--- config.mk ---
export PLATFORM = sky130hd
export DESIGN_NAME = ex_stage
export DESIGN_NICKNAME = d
export VERILOG_FILES = /design/src/rtl/mips_pkg.sv /design/src/rtl/alu32.sv /design/src/rtl/ex_stage.sv
export SDC_FILE = /design/constraint.sdc
export NUM_CORES = 1
export LEC_CHECK = 0
export ABC_AREA = 1
export CAP_MARGIN = 25
export CORE_UTILIZATION = 48
export DETAILED_ROUTE_END_ITERATION = 6
export GPL_ROUTABILITY_DRIVEN = 0
export PLACE_DENSITY = 0.73
export SYNTH_ARGS = -nofsm -noshare
export SYNTH_HDL_FRONTEND = slang
export SYNTH_SLANG_ARGS = --single-unit
--- constraint.sdc ---
create_clock -name clk -period 0.9 [get_ports clk]
set_input_delay 0.18 -clock clk [delete_from_list [all_inputs] [get_ports clk]]
set_output_delay 0.18 -clock clk [all_outputs]
set_load 0.05 [all_outputs]
--- src/rtl/mips_pkg.sv ---
// Shared definitions for the MIPS execute stage: ALU select codes and the EX/MEM bundle.
// Latency: n/a (types and constants only).
// Backpressure: n/a.
package mips_pkg;

    // Datapath width that the EX/MEM bundle fields are sized to.
    // The ex_stage WIDTH parameter must match this value.
    localparam int XLEN = 32;

    // ALU select codes produced by alu_control_unit (fixed encoding).
    localparam logic [2:0] ALU_AND  = 3'b000;
    localparam logic [2:0] ALU_OR   = 3'b001;
    localparam logic [2:0] ALU_ADD  = 3'b010;  // signed add (ADD/ADDI), may overflow-trap
    localparam logic [2:0] ALU_SLT  = 3'b011;
    localparam logic [2:0] ALU_ADDU = 3'b100;
    localparam logic [2:0] ALU_SLL  = 3'b101;
    localparam logic [2:0] ALU_SUB  = 3'b110;  // SUB, SUBU and branch compare share this code
    localparam logic [2:0] ALU_SLTU = 3'b111;

    // EX/MEM pipeline register contents.
    typedef struct packed {
        logic            valid;
        logic [XLEN-1:0] result;
        logic            zero;
        logic [4:0]      rd;
        logic            reg_write;
        logic            mem_read;
        logic            mem_write;
        logic [XLEN-1:0] store_data;
    } ex_mem_t;

endpackage

--- src/rtl/alu32.sv ---
// Combinational ALU for the execute stage; also flags signed overflow on ALU_ADD.
// Latency: 0 cycles (purely combinational).
// Backpressure: none; outputs follow inputs.
//
// Ports:
//   sel    - ALU select code (see mips_pkg)
//   op_a   - rs operand
//   op_b   - rt operand or sign-extended immediate
//   shamt  - shift amount for SLL
//   result - ALU result, modulo 2^WIDTH
//   ovf    - signed overflow of ALU_ADD; constant 0 unless EX_OVF_TRAP_EN is defined
module alu32
    import mips_pkg::*;
#(
    parameter int WIDTH = 32
) (
    input  logic [2:0]       sel,
    input  logic [WIDTH-1:0] op_a,
    input  logic [WIDTH-1:0] op_b,
    input  logic [4:0]       shamt,
    output logic [WIDTH-1:0] result,
    output logic             ovf
);

    logic [WIDTH-1:0] sum;
    logic [WIDTH-1:0] diff;
    logic             lt_signed;
    logic             lt_unsigned;

    // Carry-out is intentionally dropped: all add/sub is modulo 2^WIDTH.
    assign sum         = op_a + op_b;
    assign diff        = op_a - op_b;
    assign lt_signed   = $signed(op_a) < $signed(op_b);
    assign lt_unsigned = op_a < op_b;

    always_comb begin
        result = '0;
        case (sel)
            ALU_AND:  result = op_a & op_b;
            ALU_OR:   result = op_a | op_b;
            ALU_ADD:  result = sum;
            ALU_SLT:  result = {{(WIDTH-1){1'b0}}, lt_signed};
            ALU_ADDU: result = sum;
            ALU_SLL:  result = op_b << shamt;
            ALU_SUB:  result = diff;
            ALU_SLTU: result = {{(WIDTH-1){1'b0}}, lt_unsigned};
            default:  result = '0;
        endcase
    end

`ifdef EX_OVF_TRAP_EN
    // Only ADD traps. SUB shares its code with SUBU, so it can never trap.
    // Overflow: operands agree in sign and the sum's sign differs from them.
    assign ovf = (sel == ALU_ADD)
              && (op_a[WIDTH-1] == op_b[WIDTH-1])
              && (sum[WIDTH-1] != op_a[WIDTH-1]);
`else
    assign ovf = 1'b0;
`endif

endmodule

--- src/rtl/ex_stage.sv ---
// MIPS execute stage: runs the ALU and registers result plus controls into EX/MEM.
// Latency: 1 cycle from ID/EX inputs to EX/MEM outputs.
// Backpressure: stall holds EX/MEM (ovf_exc forced low); flush inserts a bubble and beats stall.
//
// Optional feature macro: EX_OVF_TRAP_EN (signed-overflow trap on ALU_ADD).
//
// Ports:
//   clk, rst_n                       - clock, asynchronous active-low reset
//   in_valid                         - ID/EX slot holds a real instruction
//   stall, flush                     - hold / bubble the EX/MEM register
//   sel, op_a, op_b, shamt           - ALU select and operands
//   rd_in, reg_write_in, mem_read_in,
//   mem_write_in, store_data_in      - pass-through destination, controls, store data
//   out_*                            - registered EX/MEM bundle
//   ovf_exc                          - one-cycle overflow exception pulse
module ex_stage
    import mips_pkg::*;
#(
    parameter int WIDTH = 32  // must equal mips_pkg::XLEN (the EX/MEM bundle is sized from it)
) (
    input  logic             clk,
    input  logic             rst_n,
    input  logic             in_valid,
    input  logic             stall,
    input  logic             flush,
    input  logic [2:0]       sel,
    input  logic [WIDTH-1:0] op_a,
    input  logic [WIDTH-1:0] op_b,
    input  logic [4:0]       shamt,
    input  logic [4:0]       rd_in,
    input  logic             reg_write_in,
    input  logic             mem_read_in,
    input  logic             mem_write_in,
    input  logic [WIDTH-1:0] store_data_in,
    output logic             out_valid,
    output logic [WIDTH-1:0] out_result,
    output logic             out_zero,
    output logic [4:0]       out_rd,
    output logic             out_reg_write,
    output logic             out_mem_read,
    output logic             out_mem_write,
    output logic [WIDTH-1:0] out_store_data,
    output logic             ovf_exc
);

    logic [WIDTH-1:0] alu_result;
    logic             alu_ovf;
    logic             trap;
    ex_mem_t          cap;
    ex_mem_t          ex_mem_q;
    logic             ovf_q;

    alu32 #(
        .WIDTH (WIDTH)
    ) u_alu (
        .sel    (sel),
        .op_a   (op_a),
        .op_b   (op_b),
        .shamt  (shamt),
        .result (alu_result),
        .ovf    (alu_ovf)
    );

`ifdef EX_OVF_TRAP_EN
    // A trap only matters for a real instruction; bubbles never raise it.
    assign trap = in_valid & alu_ovf;
`else
    // No overflow handling: ADD behaves exactly like ADDU.
    logic unused_alu_ovf;
    assign unused_alu_ovf = alu_ovf;
    assign trap           = 1'b0;
`endif

    // Value the EX/MEM register takes on a normal (unstalled, unflushed) edge.
    // A trapping instruction stays valid with its wrapped sum, but must not
    // write a register or touch memory.
    always_comb begin
        cap            = '0;
        cap.valid      = in_valid;
        cap.result     = alu_result;
        cap.zero       = (alu_result == '0);  // from the ALU, never from out_result
        cap.rd         = rd_in;
        cap.reg_write  = in_valid & reg_write_in & ~trap;
        cap.mem_read   = in_valid & mem_read_in  & ~trap;
        cap.mem_write  = in_valid & mem_write_in & ~trap;
        cap.store_data = store_data_in;
    end

    // Priority: flush > stall > capture. On flush the data fields simply hold,
    // since nothing downstream looks at them without valid.
    always_ff @(posedge clk or negedge rst_n) begin
        if (!rst_n) begin
            ex_mem_q <= '0;
            ovf_q    <= 1'b0;
        end else if (flush) begin
            ex_mem_q.valid     <= 1'b0;
            ex_mem_q.reg_write <= 1'b0;
            ex_mem_q.mem_read  <= 1'b0;
            ex_mem_q.mem_write <= 1'b0;
            ovf_q              <= 1'b0;
        end else if (stall) begin
            // EX/MEM holds; the pulse must not repeat while held.
            ovf_q <= 1'b0;
        end else begin
            ex_mem_q <= cap;
            ovf_q    <= trap;
        end
    end

    assign out_valid      = ex_mem_q.valid;
    assign out_result     = ex_mem_q.result;
    assign out_zero       = ex_mem_q.zero;
    assign out_rd         = ex_mem_q.rd;
    assign out_reg_write  = ex_mem_q.reg_write;
    assign out_mem_read   = ex_mem_q.mem_read;
    assign out_mem_write  = ex_mem_q.mem_write;
    assign out_store_data = ex_mem_q.store_data;
    assign ovf_exc        = ovf_q;

endmodule

==> results.md, run 1 <==
* Initial core utilization at between 40% and 50%
* Ranking of synthesized cells by area: nand2_1 (25%), dfrtp_1 (16%), nand3_1 (14%)
* IO Pins at approximately 190
* Post-Synth XOR/XNOR Area at 0%
* GRT overflow at roughly 380
* CTS Root Cell: clkbuf_16
* Htree depth at 3
* Top post-synthesis cells by count: nand2_1 (766), nand3_1 (313), inv_1 (309)
* Most common cell in the netlist: nand2_1
* Yosys top cell by area: nand2_1
* Pin count of the biggest net entering global routing at 42
* Syn Std Cell Area at 11300 sq um
* Placed cells at approximately 2900
* Combinational family with the most area after synthesis: simple AND/OR/NAND/NOR gates
* First-pass GRT wire length at about 160 mm
* FF+latch count, synth at 74
* Top FF cell, synth: dfrtp_1
* Post-synthesis compound-gate area fraction at under 10%
* Number of synthesized flops with an enable pin at 0
* Row cnt at 55
* Synth Warn # at 0
* Placed inst area at 17400 sq um
* Adder-cell area share of the yosys netlist at a little under an eighth
* Error: [ERROR GRT-0116] Global routing finished with congestion. Check the congestion regions in the DRC Viewer.
* Register area share after synthesis at around 16%
* Share of flip-flops with an asynchronous set or reset at 100%
* CTS Buf Count at 9
* Yosys top cell area share at around a quarter
* Post-synthesis mux area share at 0%
* Die Y at around 160 um
* CTS max path bufs at 2
* Syn Inst Count at between 2000 and 2500
* Simple-gate area share of the yosys netlist at 51.7%
* Post-Syn Nets at roughly 2300
* Num Clock Sinks at 74
* # port buffers at 190
* Yosys cell types at 39
* Halt Stage: global routing
* Chip Width at 155 um
* GRT Total Usage at a little under nine tenths
* Final HPWL DP at roughly 42 mm
* Vias in the first global route at 23948
* Post-Syn Area per Cell at ~5.4 sq um
* Status: stopped before the end
cells by family after synthesis:
logic type	Yosys count
other	1
buffers and inverters	401
AO/OA/AOI/OAI	129
adder cells (fa/ha/maj)	101
AND/OR/NAND/NOR	1372
flip-flops	74
stage by stage:
stage / hold slack, ns / setup TNS [ns] / setup WS (ns)
after detailed placement: 0.161 / -105.66 / -2.33
after global placement: 0.158 / -102.73 / -2.33
after floorplan: -0.116 / -22.66 / -1.01
after CTS: 0.190 / -53.36 / -1.17
layer usage:
layer | global-route usage, % | GRT overflow
met4 | 87.0 | 114
met5 | 47.2 | 7
met3 | 75.3 | 21
met1 | 83.4 | 20
met2 | 99.6 | 219
repair_timing:
action	CTS
buffers inserted	136
resized for setup	891
endpoints found under the hold margin	74
cloned	19
hold buffers	1
pin swaps	205
setup endpoints to repair	148
==> run 2, diff against run 1 <==
--- a/config.mk
+++ b/config.mk
@@ -7,10 +7,10 @@
 export LEC_CHECK = 0
 export ABC_AREA = 1
 export CAP_MARGIN = 25
-export CORE_UTILIZATION = 48
+export CORE_UTILIZATION = 33
 export DETAILED_ROUTE_END_ITERATION = 6
 export GPL_ROUTABILITY_DRIVEN = 0
-export PLACE_DENSITY = 0.73
+export PLACE_DENSITY_LB_ADDON = 0.15
 export SYNTH_ARGS = -nofsm -noshare
 export SYNTH_HDL_FRONTEND = slang
 export SYNTH_SLANG_ARGS = --single-unit
==> results.md, run 2 <==
* Number of synthesized flops with an enable pin at 0
* Final HPWL DP at roughly 44 mm
* Post-Syn Nets at approximately 2300
* Req. time, crit path at approximately 1.2 ns
* Vias per cell at 5.29
* Yosys cell types at 39
* Area delta synth->final at 97.1%
* CTS tree: built
* Worst r2r src: out_rd[3]
* Yosys top cell area share at between 20% and 30%
* Vias in the first global route at between 15000 and 20000
* Crit path DAT at approximately 2.5 ns
* FF+latch count, synth at 74
* Commonest non-fill, non-tap cells in the layout: nand2_1 (534), buf_4 (417), nand3_1 (254), inv_1 (168), nand2_2 (165)
* Initial core utilization at between 30% and 40%
* Leak pwr at approximately 0.011 uW
* Most used cell, CP: nand2_2
* Critical Path Sink Type: flop
* HP Class: in -> reg
* RSZ-0062 raised after global routing: true
* DR DRC count at 0
* Reg2Reg Depth at 4
* Post-route antenna net violation count at 0
* Top post-synthesis cells by count: nand2_1 (766), nand3_1 (313), inv_1 (309)
* FMAX at ~0.44 GHz
* Most common cell in the netlist: nand2_1
* CP delay by family, top: simple AND/OR/NAND/NOR gates
* Placeable Area at 33600 sq um
* Pin count of the biggest net entering global routing at 37
* Final Hold Viols at 0
* Final #Nets at 2953
* Top FF cell, synth: dfrtp_1
* Worst slack, placed at -2.23 ns
* Row cnt at 67
* Tmin final at around 2.2 ns
* Drt wl/cell at 18.5 um
* Die Y at between 150 and 200 um
* Post-Syn Area per Cell at 5.44 sq um
* Worst skew pair latency at approximately 0.33 ns
* Yosys top cell by area: nand2_1
* Worst path max stage delay at roughly 0.37 ns
* Syn Std Cell Area at around 11000 sq um
* Worst hold start: flush
* Hold Crit Depth at 4
* Worst Skew at 0 ns
* CTS Root Cell: clkbuf_16
* DRT iter0 DRCs at approximately 1400
* Headroom to the max-slew limit at approximately two thirds
* Share of flip-flops with an asynchronous set or reset at 100%
* Die area at between 30000 and 40000 sq um
* Hold WS at just under 0.2 ns
* CTS max path bufs at 2
* Final core utilization at ~66%
* Crit start category: input port
* IO Pins at 192
* Pins Over Slew Limit at 0
* Synth Warn # at 0
* Worst-Margin Slew at around 0.51 ns
* Routed wire length at slightly below 60 mm
* Post-route insts no fill at around 3200
* Ranking of synthesized cells by area: nand2_1 (25%), dfrtp_1 (16%), nand3_1 (14%)
* Hold path endpoint: out_mem_read
* Critical path class: in -> reg
* CTS Buf Count at 9
* Slowest CP cell: fa_2
* R2r setup slk at about 0.010 ns
* Htree depth at 3
* Setup ws final at -1.35 ns
* PwrDens at 1100 nW/um^2
* Placed cells at 3024
* Pre-antenna DRT Iters at 6
* Register area share after synthesis at about 16%
* # port buffers at 190
* First-pass GRT wire length at approximately 85 mm
* R2R Path End: out_rd[3]
* Post-Route Setup TNS at -43.76 ns
* Initial antenna violation count at 0
* Syn Inst Count at just over 2000
* Worst IR drop on VDD at approximately 1.2 mV
* Crit share post-route at 250%
* Violated checks: negative setup slack
* Cell breakdown of the critical path: buf_8, inv_4, ha_4, fa_2, inv_2, nand2_2, nand2_2, nand2_2, nand2_4, buf_6, nand2_4, nand3_2, nand4_1, nor2_4, nand2_2, nor2_2, nand3_2, nor2_1, nand2_1, nand2_1
* Clock slew at reported path FFs at approximately 0.06 ns
* Critical path buffer and inverter count at 4
* Final setup violation count at 107
* GRT Total Usage at slightly above 30%
* Fill count at 2730
* Most common cell after layout, fill and taps aside: nand2_1
* Via count at roughly 17000
* GRT overflow at 0
* Crit Path Max Fanout at 3
* Layout cell share with drive strength beyond 1 at 51.6%
* Chip Width at ~190 um
* Max-Cap Viols at 0
* Status: finished with violations
* Num Clock Sinks at 74
-- run 2: repair_timing --
| item | 4_1_cts | 5_1_grt |
|---|---|---|
| cloned | 7 | 1 |
| pin swaps | 204 | 225 |
| endpoints found under the hold margin | 74 | 0 |
| buffers inserted | 87 | 66 |
| hold buffers | 1 | 0 |
| gates resized for setup | 809 | 421 |
| setup endpoints to repair | 148 | 119 |
-- run 2: worst max-delay path by stage --
stage | start | to | slack [ns] | cells after the start
3_3_place_gp | op_b[0] | out_zero | -2.20 | 19
4_1_cts | op_b[0] | out_zero | -1.16 | 21
6_report | op_a[0] | out_zero | -1.35 | 20
5_1_grt | op_a[0] | out_zero | -1.37 | 21
2_1_floorplan | op_a[0] | out_zero | -1.01 | 20
3_5_place_dp | op_b[7] | out_zero | -2.23 | 22
-- run 2: cell families after synthesis --
group	synth area share, %
and+or+nand+nor	51.7
buffers and inverters	14.3
DFF	16.4
adders and majority gates	11.3
other	0.0332
AOI/OAI and AO/OA	6.27
-- run 2: metal layers --
layer | wire length [um] | GRT usage [%] | vias up
met4 | 3260 | 13.2 | 0
met2 | 26300 | 50.0 | 999
li1 | - | - | 7814
met1 | 23400 | 41.0 | 7808
met3 | 6050 | 4.97 | 233
met5 | 0 | 0 | -
-- run 2: worst reg2reg max path, cell delays in order (launching register included) --
cell,delay (ns)
dfrtp_1,0.41
buf_4,0.15
buf_4,0.12
nand2_1,0.05
nand2_1,0.05
-- run 2: power breakdown --
part	switching, uW	internal, uW
registers	510	3800
clock network	1310	2080
logic	9000	7710
-- run 2: through the flow --
stage | total power [uW] | area, sq um
6_report | 24400 | 22300
5_1_grt | 25500 | 22300
4_1_cts | 22500 | 20600
3_5_place_dp | 17000 | 17800
3_3_place_gp | 16800 | 17800
2_1_floorplan | 10500 | 12000
-- run 2: cell type report --
| class | instances | area (sq um) | share of cell area [%] |
|---|---|---|---|
| clock inverter | 4 | 25.0 | 0.112 |
| clock buffer | 12 | 267 | 1.20 |
| timing repair buffer | 728 | 7400 | 33.2 |
| inverter | 318 | 1320 | 5.94 |
| timing repair inverter | 1 | 7.51 | 0.0337 |
| multi-input combinational | 1603 | 10800 | 48.7 |
| sequential | 74 | 1850 | 8.31 |
| tap | 448 | 561 | 2.52 |
| antenna | 1 | 2.50 | 0.0112 |
No activity file was read; power rests on OpenSTA's default activity.
